==> src/rtl/adc_uart_logger_if.sv <==
// Handshake bundle between the frame sequencer, the SPI ADC master and the
// UART transmitter. The sequencer is the master of both request channels.
interface adc_uart_logger_if #(
    parameter int CH_W   = 2,
    parameter int DATA_W = 8
);
    logic              adc_start;
    logic [CH_W-1:0]   adc_ch;
    logic              adc_done;
    logic [DATA_W-1:0] adc_data;
    logic              tx_start;
    logic [7:0]        tx_data;
    logic              tx_done;

    modport master (
        output adc_start, adc_ch, tx_start, tx_data,
        input  adc_done, adc_data, tx_done
    );

    modport slave (
        input  adc_start, adc_ch, tx_start, tx_data,
        output adc_done, adc_data, tx_done
    );
endinterface

==> src/rtl/adc_uart_logger.sv <==
// Multi-channel ADC sampler that renders each trigger as one ASCII-hex text
// frame ("XX,XX,...,XX\r\n") and streams it byte by byte to a UART TX.
module adc_uart_logger #(
    parameter int NUM_CH     = 4,
    parameter int CH_W       = 2,
    parameter int DATA_W     = 8,
    parameter int PERIOD_CYC = 50_000_000
) (
    input  logic              clk,
    input  logic              n_rst,
    input  logic              push_n,
    input  logic              mode_cont,
    input  logic              sel_sw,
    input  logic [DATA_W-1:0] sw_data,
    output logic              busy,
    output logic              frame_done,
    output logic              overrun,
    adc_uart_logger_if.master bus
);
    localparam int NDIG = (DATA_W + 3) / 4;
    localparam int SW   = 4 * NDIG;
    localparam int TW   = (PERIOD_CYC > 1) ? $clog2(PERIOD_CYC) : 1;

    localparam logic [TW-1:0]   TMR_LAST   = TW'(PERIOD_CYC - 1);
    localparam logic [CH_W-1:0] CH_LAST    = CH_W'(NUM_CH - 1);
    // k index of the separator / CR, and k value one past the channel's last char
    localparam logic [2:0]      K_SEP      = 3'(NDIG);
    localparam logic [2:0]      K_END_MID  = 3'(NDIG + 1);
    localparam logic [2:0]      K_END_LAST = 3'(NDIG + 2);

    typedef enum logic [2:0] {IDLE, ADC_REQ, ADC_WAIT, CHAR_LOAD, TX_WAIT, DONE} state_t;

    state_t          r_state, w_state_n;
    logic            r_push_s1, r_push_s2, r_push_s3;
    logic [TW-1:0]   r_tmr;
    logic            r_sel;
    logic [CH_W-1:0] r_ch;
    logic [2:0]      r_k;
    logic [SW-1:0]   r_sample;
    logic            r_adc_start, r_tx_start, r_frame_done, r_busy, r_overrun;
    logic [7:0]      r_tx_data;

    logic            w_trig_btn, w_trig_tmr, w_trig, w_last_ch;
    logic [2:0]      w_k_inc, w_k_end;
    logic            w_go, w_req_adc, w_take, w_load_tx, w_char_adv, w_ch_adv, w_finish;
    logic [7:0]      w_tx_byte;

    function automatic logic [7:0] hex_char(input logic [3:0] n);
        return (n < 4'd10) ? (8'h30 + {4'h0, n}) : (8'h37 + {4'h0, n});
    endfunction

    // Character k of one channel's text: digits MS nibble first, then ',' or CR, then LF.
    function automatic logic [7:0] frame_char(input logic [SW-1:0] s, input logic [2:0] k,
                                              input logic last);
        logic [SW-1:0] sh;
        logic [7:0]    c;
        sh = '0;
        if (k < K_SEP) begin
            sh = s >> (4 * (NDIG - 1 - int'(k)));
            c  = hex_char(sh[3:0]);
        end else if (k == K_SEP) begin
            c = last ? 8'h0D : 8'h2C;
        end else begin
            c = 8'h0A;
        end
        return c;
    endfunction

    assign w_trig_btn = r_push_s3 & ~r_push_s2;
    assign w_trig_tmr = mode_cont & (r_tmr == TMR_LAST);
    assign w_trig     = w_trig_btn | w_trig_tmr;
    assign w_last_ch  = (r_ch == CH_LAST);
    assign w_k_inc    = r_k + 3'd1;
    assign w_k_end    = w_last_ch ? K_END_LAST : K_END_MID;

    // Button synchronizer (idles released-high) and free-running period timer.
    always_ff @(posedge clk or negedge n_rst) begin
        if (!n_rst) begin
            r_push_s1 <= 1'b1;
            r_push_s2 <= 1'b1;
            r_push_s3 <= 1'b1;
            r_tmr     <= '0;
        end else begin
            r_push_s1 <= push_n;
            r_push_s2 <= r_push_s1;
            r_push_s3 <= r_push_s2;
            if (!mode_cont || r_tmr == TMR_LAST) r_tmr <= '0;
            else                                 r_tmr <= r_tmr + 1'b1;
        end
    end

    // FSM state register.
    always_ff @(posedge clk or negedge n_rst) begin
        if (!n_rst) r_state <= IDLE;
        else        r_state <= w_state_n;
    end

    // Next state and one-cycle action strobes. The first request of a frame is
    // issued straight from IDLE so it appears one cycle after the trigger.
    always_comb begin
        w_state_n  = r_state;
        w_go       = 1'b0;
        w_req_adc  = 1'b0;
        w_take     = 1'b0;
        w_load_tx  = 1'b0;
        w_char_adv = 1'b0;
        w_ch_adv   = 1'b0;
        w_finish   = 1'b0;
        w_tx_byte  = frame_char(r_sample, r_k, w_last_ch);
        case (r_state)
            IDLE: begin
                if (w_trig) begin
                    w_go = 1'b1;
                    if (sel_sw) begin
                        w_load_tx = 1'b1;
                        w_tx_byte = frame_char(SW'(sw_data), 3'd0, 1'b0);
                        w_state_n = TX_WAIT;
                    end else begin
                        w_req_adc = 1'b1;
                        w_state_n = ADC_WAIT;
                    end
                end
            end
            ADC_REQ: begin
                w_req_adc = 1'b1;
                w_state_n = ADC_WAIT;
            end
            ADC_WAIT: begin
                if (bus.adc_done) begin
                    w_take    = 1'b1;
                    w_state_n = CHAR_LOAD;
                end
            end
            CHAR_LOAD: begin
                w_load_tx = 1'b1;
                w_state_n = TX_WAIT;
            end
            TX_WAIT: begin
                if (bus.tx_done) begin
                    if (w_k_inc != w_k_end) begin
                        w_char_adv = 1'b1;
                        w_state_n  = CHAR_LOAD;
                    end else if (!w_last_ch) begin
                        w_ch_adv  = 1'b1;
                        w_state_n = r_sel ? CHAR_LOAD : ADC_REQ;
                    end else begin
                        w_finish  = 1'b1;
                        w_state_n = DONE;
                    end
                end
            end
            DONE:    w_state_n = IDLE;
            default: w_state_n = IDLE;
        endcase
    end

    // Datapath and registered handshake outputs driven by the FSM strobes.
    always_ff @(posedge clk or negedge n_rst) begin
        if (!n_rst) begin
            r_sel        <= 1'b0;
            r_ch         <= '0;
            r_k          <= '0;
            r_sample     <= '0;
            r_adc_start  <= 1'b0;
            r_tx_start   <= 1'b0;
            r_tx_data    <= '0;
            r_frame_done <= 1'b0;
            r_busy       <= 1'b0;
            r_overrun    <= 1'b0;
        end else begin
            r_adc_start  <= w_req_adc;
            r_tx_start   <= w_load_tx;
            r_frame_done <= w_finish;
            if (w_load_tx) r_tx_data <= w_tx_byte;
            if (w_go) begin
                r_busy <= 1'b1;
                r_sel  <= sel_sw;
                r_ch   <= '0;
                r_k    <= '0;
                if (sel_sw) r_sample <= SW'(sw_data);
            end
            if (w_take) begin
                r_sample <= SW'(bus.adc_data);
                r_k      <= '0;
            end
            if (w_char_adv) r_k <= w_k_inc;
            if (w_ch_adv) begin
                r_ch <= r_ch + 1'b1;
                r_k  <= '0;
            end
            if (r_state == DONE) r_busy <= 1'b0;
            if (w_trig && r_state != IDLE) r_overrun <= 1'b1;
        end
    end

    assign bus.adc_start = r_adc_start;
    assign bus.adc_ch    = r_ch;
    assign bus.tx_start  = r_tx_start;
    assign bus.tx_data   = r_tx_data;
    assign busy          = r_busy;
    assign frame_done    = r_frame_done;
    assign overrun       = r_overrun;
endmodule

==> src/flat_wrapper.sv <==
// flat-port wrapper written by rule: the top's interface ports become plain ports
module adc_uart_logger_flat 
#(
    parameter int NUM_CH     = 4,
    parameter int CH_W       = 2,
    parameter int DATA_W     = 8,
    parameter int PERIOD_CYC = 50_000_000
)
  (clk, n_rst, push_n, mode_cont, sel_sw, sw_data, busy, frame_done, overrun, bus_adc_start, bus_adc_ch, bus_tx_start, bus_tx_data, bus_adc_done, bus_adc_data, bus_tx_done);
  adc_uart_logger_if #(.CH_W(CH_W), .DATA_W(DATA_W)) bus_i ();
  input  logic clk;
  input  logic n_rst;
  input  logic push_n;
  input  logic mode_cont;
  input  logic sel_sw;
  input  logic [DATA_W-1:0] sw_data;
  output logic busy;
  output logic frame_done;
  output logic overrun;
  output wire logic [$bits(bus_i.adc_start)-1:0] bus_adc_start;
  output wire logic [$bits(bus_i.adc_ch)-1:0] bus_adc_ch;
  output wire logic [$bits(bus_i.tx_start)-1:0] bus_tx_start;
  output wire logic [$bits(bus_i.tx_data)-1:0] bus_tx_data;
  input wire logic [$bits(bus_i.adc_done)-1:0] bus_adc_done;
  input wire logic [$bits(bus_i.adc_data)-1:0] bus_adc_data;
  input wire logic [$bits(bus_i.tx_done)-1:0] bus_tx_done;
  assign bus_adc_start = bus_i.adc_start;
  assign bus_adc_ch = bus_i.adc_ch;
  assign bus_tx_start = bus_i.tx_start;
  assign bus_tx_data = bus_i.tx_data;
  assign bus_i.adc_done = bus_adc_done;
  assign bus_i.adc_data = bus_adc_data;
  assign bus_i.tx_done = bus_tx_done;
  adc_uart_logger #(.NUM_CH(NUM_CH), .CH_W(CH_W), .DATA_W(DATA_W), .PERIOD_CYC(PERIOD_CYC)) u_core (.clk(clk), .n_rst(n_rst), .push_n(push_n), .mode_cont(mode_cont), .sel_sw(sel_sw), .sw_data(sw_data), .busy(busy), .frame_done(frame_done), .overrun(overrun), .bus(bus_i));
endmodule
==> config.mk <==
export PLATFORM = sky130hd
export DESIGN_NAME = adc_uart_logger_flat
export DESIGN_NICKNAME = d
export VERILOG_FILES = /design/src/rtl/adc_uart_logger_if.sv /design/src/rtl/adc_uart_logger.sv /design/src/flat_wrapper.sv
export SDC_FILE = /design/constraint.sdc
export NUM_CORES = 1
export LEC_CHECK = 0
export ABC_AREA = 0
export BUFFER_PORTS_ARGS = -buffer_cell sky130_fd_sc_hd__buf_2
export CAP_MARGIN = 0
export CORE_MARGIN = 3
export CORE_UTILIZATION = 60
export DETAILED_ROUTE_END_ITERATION = 6
export PLACE_DENSITY = 0.85
export SLEW_MARGIN = 40
export SYNTH_ARGS = -nofsm -noshare
export SYNTH_HDL_FRONTEND = slang
export SYNTH_SLANG_ARGS = --single-unit
export TNS_END_PERCENT = 5
==> constraint.sdc <==
create_clock -name clk -period 3.2 [get_ports clk]
set_clock_uncertainty 0.1 [all_clocks]
set_input_delay 0.64 -clock clk [delete_from_list [all_inputs] [get_ports clk]]
set_output_delay 0.64 -clock clk [all_outputs]
set_load 0.01 [all_outputs]
==> results.py <==
metrics = {
    "pwr": {
        "power.internal_uw": 1530,
        "clkPwrFrac_pct": 24.0,
        "p_sw_share_pct": 37.0,
        "switchingPower_uw": 899,
        "combinationalPowerShare_pct": 34.1,
        "portion_of_total_power_attributed_to_sequential_cells_pct": 41.9,
        "p_per_area_nw_per_um2": 690,
        "p_leak_uw": 0.00164,
        "vdd.ir_drop.worst_mv": 0.420,
    },
    "routing": {
        "post_drt_via_cell_ratio": 5.82,
        "routed_wire_length_on_met2_mm": 3.26,
        "routedWlPerCell_um": 15.4,
        "met1Wirelength_mm": 2.95,
        "total_iterations_of_the_first_detailed_routing_run": 4,
        "finalWirelength_mm": 6.60,
        "vias": 2487,
        "top_signal_layer_used": "met4",
        "route.detailed.drc": 0,
        "drt_first_iter_violations": 166,
        "wl_met3_um": 236,
        "ant_nets": 0,
    },
    "clock_network": {
        "cts_buffers": 9,
        "clk_root_buffer_cell": "clkbuf_8",
        "clock_sinks": 58,
        "clk-insertion-delay-late_ns": 0.34,
        "clockBufferDepth": 2,
        "number_of_buffers_inserted_by_hold_repair_at_cts": 0,
        "cts_repair_resize_count": 0,
        "ctsHtreeMaxLevel": 3,
        "clock_tree_from_tritoncts": "yes",
        "clk_transition_reported_paths_ns": 0.07,
        "post-cts-setup-buffers": 0,
    },
    "global_routing": {
        "grt.overflow.total": 0,
        "grt_first_pass_wirelength_mm": 11.4,
        "grt_pass1_vias": 2466,
        "grt_start_max_net_pins": 59,
        "grt.total_usage_pct": 23.9,
        "antenna_found_initial": 0,
    },
    "timing": {
        "hold_violations": 0,
        "slew_violations": 0,
        "max_freq_mhz": 416,
        "rsz_0062_raised_after_global_routing": "no",
        "tightestPinTransition_ns": 0.753,
        "min_period_over_period_pct": 75.0,
        "max-slew-margin-rel_pct": 49.7,
        "final.min_clock_period_ns": 2.40,
        "report.final.setup_viol": 0,
        "fin_setup_tns_ns": 0,
    },
    "place": {
        "detailed_place_hpwl_mm": 4.69,
        "port_buffers": 36,
        "post-place-cells": 411,
        "place_area_um2": 3360,
        "place.gp.congestion": 0.905,
    },
    "min_path": {
        "holdCritPathClass": "input port to async pin",
    },
    "logic_synthesis": {
        "ys_async_sr_fraction_pct": 100,
        "dominantRegCellSynth": "dfrtp_1",
        "yosysWarningCount": 0,
        "yosysSeqAreaShare_pct": 46.5,
        "post_synth_edffs": 0,
        "synth.ff_latch_count": 58,
        "number_of_cells_produced_by_synthesis": 319,
        "netlist_area_um2": 3130,
        "netlist-cell-type-count": 62,
        "postSynthAreaPerCell_um2": 9.81,
        "synth_fp_nets": 348,
    },
    "finish": {
        "area_delta_synth_final_pct": 12.7,
        "post-route-cell-area_um2": 3530,
        "fin_cells": 427,
        "finalNetCount": 384,
        "nFillCells": 370,
        "final_layout_size_suffix_gt1_share_pct": 20.3,
        "multi_input_comb_area_um2": 1560,
        "antenna_cells_inserted": 0,
        "final-seq-area_um2": 1460,
        "utilization_pct": 72.3,
    },
    "setup_path": {
        "ff2ff_setup_slack_ns": 0.80,
        "timing.rr.start": "u_core.r_tmr[0]",
        "cp-start-kind": "register",
        "critical_path.endpoint_type": "register",
        "critical_path_class": "register to register",
        "crit_path_top_delay_cell": "a32o_1",
        "arrival_time_of_data_at_the_critical_path_endpoint_ns": 2.51,
        "cp_data_required_time_ns": 3.31,
        "largest_fanout_on_the_critical_path": 11,
        "longest_individual_stage_delay_on_the_worst_path_ns": 0.49,
        "path_cells": "ha_1 > nand2_1 > nor2_2 > a32o_1 > a21oi_1 > a221o_1",
        "rr_worst_depth": 6,
        "timing.rr.end": "u_core.bus.tx_data[3]",
    },
    "die": {
        "design.die.area_um2": 6120,
        "rows": 25,
        "floorplan.initialDensity_pct": 64.1,
        "placeableCoreArea_um2": 4880,
        "io-pin-count": 38,
        "die_height_um": 78.2,
        "die_w_um": 78.2,
    },
    "job": {
        "drv_cap": 0,
    },
    "status": {
        "status": "finished clean",
    },
}
[how the worst max path moves through the flow]
stage | start | end | slack [ns] | depth (start not counted)
floorplan | u_core.r_k[2] | u_core.bus.tx_data[4] | 1.01 | 8
global placement | u_core.r_tmr[0] | u_core.bus.tx_data[3] | 0.92 | 6
detailed placement | u_core.r_tmr[0] | u_core.bus.tx_data[2] | 0.81 | 6
CTS | u_core.r_tmr[0] | u_core.bus.tx_data[2] | 0.77 | 6
global route | u_core.r_tmr[0] | u_core.bus.tx_data[2] | 0.58 | 6
finish | u_core.r_tmr[0] | u_core.bus.tx_data[3] | 0.80 | 6
[stage by stage]
stage | total power, uW | worst slack, ns | hold WS, ns
final | 2430 | 0.799 | 0.192
after floorplan | 1600 | 1.01 | 0.244
after global routing | 2590 | 0.582 | 0.215
after global placement | 1810 | 0.920 | 0.246
after CTS | 2430 | 0.768 | 0.203
after detailed placement | 1840 | 0.806 | 0.260
[routing by layer]
layer | global-route usage (%) | up-vias
met1 | 30.4 | 1198
met2 | 39.1 | 60
met5 | 0 | -
met3 | 4.36 | 13
met4 | 11.9 | 0
li1 | - | 1216
[cell usage in the layout, fill, tap and decap left out, types with 9 or more instances in the layout]
master	count
clkbuf_8	10
o21ai_0	12
inv_1	9
nand3_1	19
a21oi_1	17
nor2_1	38
buf_2	36
nand2_1	25
xor2_1	15
xnor2_1	10
dfrtp_1	55
[final cells by class]
| cell class | count | share of cell area [%] |
|---|---|---|
| Multi-Input combinational cell | 237 | 44.3 |
| Sequential cell | 58 | 41.3 |
| Timing Repair Buffer | 40 | 6.32 |
| Clock buffer | 10 | 3.90 |
| Tap cell | 67 | 2.38 |
| Inverter | 9 | 0.958 |
| Clock inverter | 6 | 0.923 |
[synth_stat cells (all sizes together) (2+ instances only)]
master / count / area (um^2)
nor2b: 2 / 12.5
mux2i: 7 / 70.1
a21o: 3 / 22.5
nor4bb: 2 / 20.0
and3: 7 / 43.8
o211ai: 2 / 15.0
a32oi: 4 / 35.0
nand2: 25 / 93.8
nor4b: 2 / 23.8
a41o: 3 / 31.3
inv: 9 / 33.8
o31ai: 2 / 15.0
a21oi: 17 / 85.1
and4: 4 / 37.5
o21ai: 12 / 60.1
nor2: 40 / 155
xor2: 15 / 131
nand2b: 4 / 25.0
a31oi: 2 / 12.5
and2: 4 / 25.0
or2: 3 / 18.8
o21a: 2 / 15.0
clkbuf: 7 / 26.3
buf: 8 / 52.5
xnor2: 10 / 87.6
o22ai: 2 / 12.5
dfrtp: 55 / 1380
or3: 2 / 12.5
nor3: 8 / 56.3
dfstp: 3 / 78.8
a221o: 5 / 51.3
nand3: 19 / 95.1
mux2: 2 / 22.5
a221oi: 2 / 17.5
nand4: 6 / 43.8
ha: 6 / 75.1
[cells by family (layout without fill, tap and decap cells)]
family / after synthesis / count (layout) / share of synthesized area, %
other cells: 1 / 1 / 0.120
simple gates: 133 / 133 / 22.9
xor+xnor: 25 / 25 / 7.00
fa+ha+maj: 6 / 6 / 2.40
mux: 9 / 9 / 2.96
flops: 58 / 58 / 46.5
buf+inv: 24 / 65 / 3.60
compound gates: 63 / 63 / 14.5
[registers in the layout, summed over array words and instances (netlist names)]
signal	cells
u_core.r_sel	1
u_core.r_state	3
u_core.overrun	1
u_core.bus.adc_start	1
u_core.r_push_s3	1
u_core.bus.adc_ch	2
u_core.r_tmr	26
u_core.bus.tx_start	1
u_core.frame_done	1
u_core.r_push_s1	1
u_core.r_sample	8
u_core.busy	1
u_core.r_push_s2	1
u_core.bus.tx_data	7
u_core.r_k	3
[power groups by stage]
stage	Combinational (uW)	Clock, uW	Sequential, uW
global placement	790	0	1020
detailed placement	820	0	1030
floorplan	615	0	990
global route	929	620	1040
CTS	827	588	1010
finish	828	585	1020
[worst max-delay path: cells and delay by family (launching register included)]
family	cells	cell delay, ns
compound gates	3	1.11
fa+ha+maj	1	0.24
flops	1	0.41
simple gates	2	0.42
Note: power is estimated with default switching activity, not from simulation.
